<file path="config.mk">
export PLATFORM = sky130hd
export DESIGN_NAME = sort4_controller
export DESIGN_NICKNAME = d
export VERILOG_FILES = /design/src/rtl/sort4_controller_pkg.sv /design/src/rtl/comparator_4bit.sv /design/src/rtl/sort4_controller.sv
export SDC_FILE = /design/constraint.sdc
export NUM_CORES = 1
export LEC_CHECK = 0
export ABC_AREA = 1
export CAP_MARGIN = 20
export CORE_ASPECT_RATIO = 1.75
export CORE_MARGIN = 2
export CORE_UTILIZATION = 55
export CTS_BUF_LIST = sky130_fd_sc_hd__clkbuf_2 sky130_fd_sc_hd__clkbuf_4 sky130_fd_sc_hd__clkbuf_8
export DETAILED_ROUTE_END_ITERATION = 10
export GPL_TIMING_DRIVEN = 0
export PLACE_DENSITY = 0.75
export SYNTH_ARGS = -nofsm -noshare
export SYNTH_HDL_FRONTEND = slang
export SYNTH_SLANG_ARGS = --single-unit
export TNS_END_PERCENT = 1
</file>
<file path="constraint.sdc">
create_clock -name clk -period 2.8 [get_ports clk]
set_clock_uncertainty 0.05 [all_clocks]
set_input_delay 0.28 -clock clk [delete_from_list [all_inputs] [get_ports clk]]
set_output_delay 0.28 -clock clk [all_outputs]
set_load 0.03 [all_outputs]
</file>
<file path="src/rtl/sort4_controller_pkg.sv">
// Shared definitions for the sort4 controller: state encodings, element width
// and counter-width helper.
package sort4_defs;

  localparam int unsigned ELEM_W = 4;

  typedef enum logic [1:0] {
    ST_LOAD  = 2'd0,
    ST_SORT  = 2'd1,
    ST_DRAIN = 2'd2
  } state_e;

  // Counter width for an N-entry burst, never narrower than one bit.
  function automatic int unsigned cnt_w(input int unsigned n);
    return (n > 2) ? $clog2(n) : 1;
  endfunction

endpackage

</file>
<file path="src/rtl/comparator_4bit.sv">
// Unsigned 4-bit magnitude comparator; exactly one output is high.
module comparator_4bit
  import sort4_defs::*;
(
  input  logic [ELEM_W-1:0] a,
  input  logic [ELEM_W-1:0] b,
  output logic              greater,
  output logic              equal,
  output logic              less
);

  assign greater = (a > b);
  assign equal   = (a == b);
  assign less    = (a < b);

endmodule

</file>
<file path="src/rtl/sort4_controller.sv">
// Burst bubble-sorter: loads N nibbles, sorts in place with one shared
// comparator (one compare per clock), then drains them in ascending order.
module sort4_controller
  import sort4_defs::*;
#(
  parameter int unsigned N = 4
) (
  input  logic              clk,
  input  logic              rst_n,
  input  logic              in_valid,
  output logic              in_ready,
  input  logic [ELEM_W-1:0] in_data,
  output logic              out_valid,
  input  logic              out_ready,
  output logic [ELEM_W-1:0] out_data,
  output logic              out_last,
  output logic              busy
);

  localparam int unsigned   CW        = cnt_w(N);
  localparam logic [CW-1:0] LAST_IDX  = CW'(N - 1);
  localparam logic [CW-1:0] LAST_PASS = CW'(N - 2);

  state_e            state_q, state_d;
  logic [CW-1:0]     idx_q, idx_d;
  logic [CW-1:0]     j_q, j_d;
  logic [CW-1:0]     pass_q, pass_d;
  logic              swapped_q, swapped_d;
  logic [ELEM_W-1:0] mem_q [N];
  logic [ELEM_W-1:0] mem_d [N];

  logic [CW-1:0]     j_nxt;
  logic [ELEM_W-1:0] cmp_a, cmp_b;
  logic              greater, equal, less;
  logic              any_swap;

  assign j_nxt    = j_q + CW'(1);
  assign cmp_a    = mem_q[j_q];
  assign cmp_b    = mem_q[j_nxt];
  assign any_swap = swapped_q | greater;

  comparator_4bit u_cmp (
    .a       (cmp_a),
    .b       (cmp_b),
    .greater (greater),
    .equal   (equal),
    .less    (less)
  );

  // State register.
  always_ff @(posedge clk) begin
    if (!rst_n) state_q <= ST_LOAD;
    else        state_q <= state_d;
  end

  // Datapath registers: counters, swap flag and element storage.
  always_ff @(posedge clk) begin
    if (!rst_n) begin
      idx_q     <= '0;
      j_q       <= '0;
      pass_q    <= '0;
      swapped_q <= 1'b0;
      for (int i = 0; i < int'(N); i++) mem_q[i] <= '0;
    end else begin
      idx_q     <= idx_d;
      j_q       <= j_d;
      pass_q    <= pass_d;
      swapped_q <= swapped_d;
      for (int i = 0; i < int'(N); i++) mem_q[i] <= mem_d[i];
    end
  end

  // Next-state, counter and swap-write logic.
  always_comb begin
    state_d   = state_q;
    idx_d     = idx_q;
    j_d       = j_q;
    pass_d    = pass_q;
    swapped_d = swapped_q;
    for (int i = 0; i < int'(N); i++) mem_d[i] = mem_q[i];

    case (state_q)
      ST_LOAD: begin
        if (in_valid) begin
          mem_d[idx_q] = in_data;
          if (idx_q == LAST_IDX) begin
            state_d   = ST_SORT;
            idx_d     = '0;
            j_d       = '0;
            pass_d    = '0;
            swapped_d = 1'b0;
          end else begin
            idx_d = idx_q + CW'(1);
          end
        end
      end
      ST_SORT: begin
        // Swap only on strictly greater so equal keys keep their order.
        if (greater) begin
          mem_d[j_q]   = cmp_b;
          mem_d[j_nxt] = cmp_a;
        end
        if (j_q == (LAST_PASS - pass_q)) begin
          if (any_swap && (pass_q < LAST_PASS)) begin
            pass_d    = pass_q + CW'(1);
            j_d       = '0;
            swapped_d = 1'b0;
          end else begin
            state_d = ST_DRAIN;
            idx_d   = '0;
          end
        end else begin
          j_d       = j_nxt;
          swapped_d = any_swap;
        end
      end
      ST_DRAIN: begin
        if (out_ready) begin
          if (idx_q == LAST_IDX) begin
            state_d = ST_LOAD;
            idx_d   = '0;
          end else begin
            idx_d = idx_q + CW'(1);
          end
        end
      end
      default: state_d = ST_LOAD;
    endcase
  end

  // Output decode from the registered state and storage.
  always_comb begin
    in_ready  = 1'b0;
    out_valid = 1'b0;
    out_data  = '0;
    out_last  = 1'b0;
    busy      = 1'b0;
    case (state_q)
      ST_LOAD:  in_ready = 1'b1;
      ST_SORT:  busy     = 1'b1;
      ST_DRAIN: begin
        out_valid = 1'b1;
        out_data  = mem_q[idx_q];
        out_last  = (idx_q == LAST_IDX);
      end
      default: ;
    endcase
  end

  always_ff @(posedge clk) begin
    if (rst_n) assert ($onehot({greater, equal, less}));
  end

endmodule

</file>
# Word level (Yosys, flattened, before mapping)
# Memories as Yosys holds them, arrays and structs flattened. A register that Yosys moved wholly into a read port is not among the register bits.
# Index checks and enable logic that the tools add are counted.
# Widths: inputs -> output; s select.
# totals
register_bits	9
input_bits	8
out_inout_bits	8
mem_bits_rw	16
mem_count	1
# op_classes
magnitude_cmp	8
n_reduce_logical	11
muxes	52
n_bitwise	8
eq_ne	12
n_addsub	4
# mem_list
memory	depth	width	read_ports	rd_clocked_by_memory_dff	wr	line	rtl
mem_q	4	4	7	2	4	sort4_controller.sv:29	logic [ELEM_W-1:0] mem_q [N];
# ops
op	n
$bwmux 16	3
$mux 2	20
$mux 16	2
$mux 4	8
$pmux 16 s2	1
$demux 4 s2	3
$ne 2x2->1 const B	7
$pmux 2 s3	2
$mux 1	10
$reduce_and 5->1	2
$ge 3x3->1 const B	3
$lt 3x1->1 const B	3
$not 2->3	3
$pmux 2 s2	2
$add 2x1->2 const B	3
$reduce_and 6->1	1
$or 1x1->1	5
$eq 2x2->1 const B	2
$gt 4x4->1	1
$logic_and 1x1->1	4
$reduce_and 4->1	1
$ne 3x3->1 const B	1
$reduce_bool 3->1	1
$eq 2x1->1 const B	1
6 further kinds	6

# Depth between registers and ports, before layout
# logic_depth
depth_word	10
mapped_depth	23
mapped_depth_nobuf	21

# Hierarchy
# Synthesis repeated with hierarchy kept, for this count alone.
# hier_totals
hier_cells	399
hier_area_um2	2347.3
# by_module_without_submodules
mod	cells_each	area_each_um2	instances
sort4_controller	379	2232.1	1
comparator_4bit	20	115.1	1

# Least setup slack after synthesis
# No wires, ideal clock.
# synth_timing
path_kind	flip-flop to flip-flop
from	register j_q[0]
to	memory mem_q[0][3]
path_stages_with_launch	20
synth_period_minus_slack_ns	2.657
arrival_ns	2.543
path_slack_ns	0.143
cell_sequence	dfxtp_1 > buf_6 > buf_2 > inv_1 > ha_1 > inv_1 > a21oi_1 > o21ai_0 > nand2_1 > ha_1 > nand2_1 > inv_1 > nand2_1 > nand2_1 > nand2_1 > a21oi_1 > nand2_1 > nand2_1 > nand2_1 > nor2_1
# synth_lines
item	line	rtl
from (decl)	sort4_controller.sv:26	logic [CW-1:0] j_q, j_d;
from (signal assigned)	sort4_controller.sv:66	j_q <= j_d;
to (decl)	sort4_controller.sv:29	

==> metrics.md <==
| Metric | Value |
|---|---|
| Status | `finished clean` |
| Via count | `2649` |
| Hold_ws | `461 ps` |
| Final min period | `2620 ps` |
| Most frequently used flop master after synthesis | `dfxtp_1` |
| Clk sinks | `29` |
| Number of flops mapped to enable cells by yosys | `0` |
| Die area | `4620 um2` |
| DR pass1 iterations | `7` |
| Top cells by count, synth | `nand2_1 (92), nor2_1 (82), inv_1 (49), o21ai_0 (42), a21oi_1 (35)` |
| Gpl congestion | `0.890` |
| H-tree levels | `2` |
| Wirelength per Cell | `15.6 um` |
| Fmax | `381 MHz` |
| Synth warn | `0` |
| Clock Latency Late Sink | `290 ps` |
| Initial antenna violation count | `0` |
| Yosys top cell by area | `dfxtp_1` |
| Flop-to-flop setup slack | `180 ps` |
| Initial core utilization | `0.574` |
| Post-route ant nets | `0` |
| Max-cap violations | `0` |
| Dpl hpwl | `5.33 mm` |
| Top cells by area, synth | `dfxtp_1 (26%), nand2_1 (15%), nor2_1 (14%)` |
| CTS tree | `built` |
| I/O Pins | `16` |
| LEAKAGE | `1.31 nW` |
| Worst-Margin Slew | `538 ps` |
| Total core area | `3900 um2` |
| Relative slew slack | `0.642` |
| CP most frequent cell | `a21oi_1` |
| Worst setup SP type | `flop` |
| Tot GR Track Use | `0.338` |
| 1st-iter DRT viols | `153` |
| Largest net degree at the start of global routing | `11` |
| Clock transition at path regs | `60 ps` |
| Port bufs | `15` |
| Crit path max fanout | `9` |
| Crit path buffers/inverters | `3` |
| CP Cell Sequence | `clkbuf_1 -> inv_1 -> a21oi_1 -> o21ai_0 -> a21oi_1 -> clkdlybuf4s50_1` |
| Root Driver | `clkbuf_8` |
| CP max stage delay | `680 ps` |
| Final number of setup-violating endpoints | `0` |
| Post-CTS Hold Buffers | `0` |
| Synth top area share | `0.259` |
| Most numerous cell in the Yosys netlist | `nand2_1` |
| Worst EP required | `2470 ps` |
| Die width | `52.3 um` |
| Flops & latches, synth | `29` |
| Mapped Cells | `390` |
| Post-synthesis sequential area ratio | `0.259` |
| First-pass GRT wire length | `11.2 mm` |
| Vias in the first global route | `2441` |
| Synth-to-Final Area Change | `21.0%` |
| Ys async rst share | `0` |
| Type of the most critical hold path | `flop to flop` |
| Drt via density | `5.67` |
| Yosys cell types | `20` |
| Core Rows | `30` |
| Cell family with most CP delay | `buffers and inverters` |
| Layout cell share with drive strength beyond 1 | `0.105` |
| Grt ovf | `0` |
| TNS Setup | `0 ps` |
| Post-synthesis cell area | `2240 um2` |
| CTS buffer count | `5` |
| Ratio of final minimum period to clock period | `0.937` |
| Syn_area_per_cell | `5.75 um2` |
| Ant. Diodes | `0` |
| Drt drc | `0` |
| Hold Vio Cnt, Final | `0` |
| PD cells | `1120 nW/um2` |
| CP Capture Type | `primary output` |
| Clock buffer depth | `2` |
| Fill cell count | `394` |
| Mapped Nets | `411` |
| Die Y | `88.4 um` |
| Drt total wl | `7.29 mm` |
| VDD IR max | `0.873 mV` |
| Critical path's slowest cell | `clkdlybuf4s50_1` |
| Final layout net count | `440` |
| Kind of critical path | `flop to primary output` |
| RSZ-0062 raised after global routing | `no` |
| Critical Path AT | `2290 ps` |
| Slew Viols, Final | `0` |
worst reg2reg max path: cells and delay by family, from the launching register on:
kind / cells / cell delay, ps
AOI/OAI and AO/OA: 3 / 350
adders and majority gates: 2 / 640
buffers and inverters: 3 / 330
DFF: 1 / 440
and+or+nand+nor: 9 / 750
path summary, 6_finish.rpt:
check            start     endpoint  cells after the start
min reg2reg  swapped_q    swapped_q                      2
min          swapped_q    swapped_q                      2
max               flop  out_data[3]                      6
max reg2reg     j_q[1]  mem_q[2][0]                     17
cell usage in the layout (no fill, tap or decap), types with 3 or more instances in the layout:
master / count
nand4_1: 4
inv_1: 47
nor2_1: 82
clkdlybuf4s50_1: 15
buf_4: 8
o21ai_0: 41
ha_1: 11
clkbuf_8: 6
inv_2: 3
nand3_1: 20
dfxtp_1: 28
a31oi_1: 4
buf_2: 5
nand2_2: 4
a21oi_1: 33
nand2_4: 4
nand2_1: 84
metrics by stage:
stage | instances | setup WS, ps | total power [mW] | area, um2 | utilization
2_1_floorplan | 390 | 143 | 1.85 | 2240 | -
3_3_place_gp | 453 | -496 | 2.28 | 2450 | 0.628
3_5_place_dp | 453 | -563 | 2.31 | 2450 | 0.628
4_1_cts | 466 | 47.9 | 2.91 | 2670 | 0.684
5_1_grt | 467 | 20.5 | 3.29 | 2710 | 0.695
6_report | 467 | 177 | 3.05 | 2710 | 0.695
routing by layer:
metal  GRT usage  wire (um)  up-vias
li1            -          -     1300
met1       0.312       2490     1172
met2       0.639       3960      135
met3      0.0743        467       42
met4       0.219        364        0
met5           0          0        -
power breakdown:
part           internal, mW  total (mW)  switching [mW]
Combinational         0.707        2.02            1.31
Sequential            0.549       0.661           0.112
Clock                 0.204       0.369           0.164
layout make-up:
type	instances	area (um2)	area share
Timing Repair Buffer	23	223	0.0821
Buffer	9	51.3	0.0189
Sequential cell	29	582	0.214
Tap cell	48	60.1	0.0221
Multi-Input combinational cell	301	1520	0.560
Inverter	50	188	0.0692
Clock buffer	7	90.1	0.0332
kinds of logic after synthesis:
kind of cell             Yosys count  synth area share
AND/OR/NAND/NOR                  204             0.364
buffers and inverters             60             0.109
XOR/XNOR                           2           0.00782
AO/OA/AOI/OAI                     82             0.188
flip-flops                        29             0.259
adder cells (fa/ha/maj)           13            0.0726
repair_timing:
action | in CTS | in global routing
resized for setup | 18 | 10
pin swaps | 2 | 6
endpoints found under the setup margin | 29 | 29
buffers inserted | 6 | 2
endpoints found under the hold margin | 0 | 0
(Power assumes the default switching activity.)
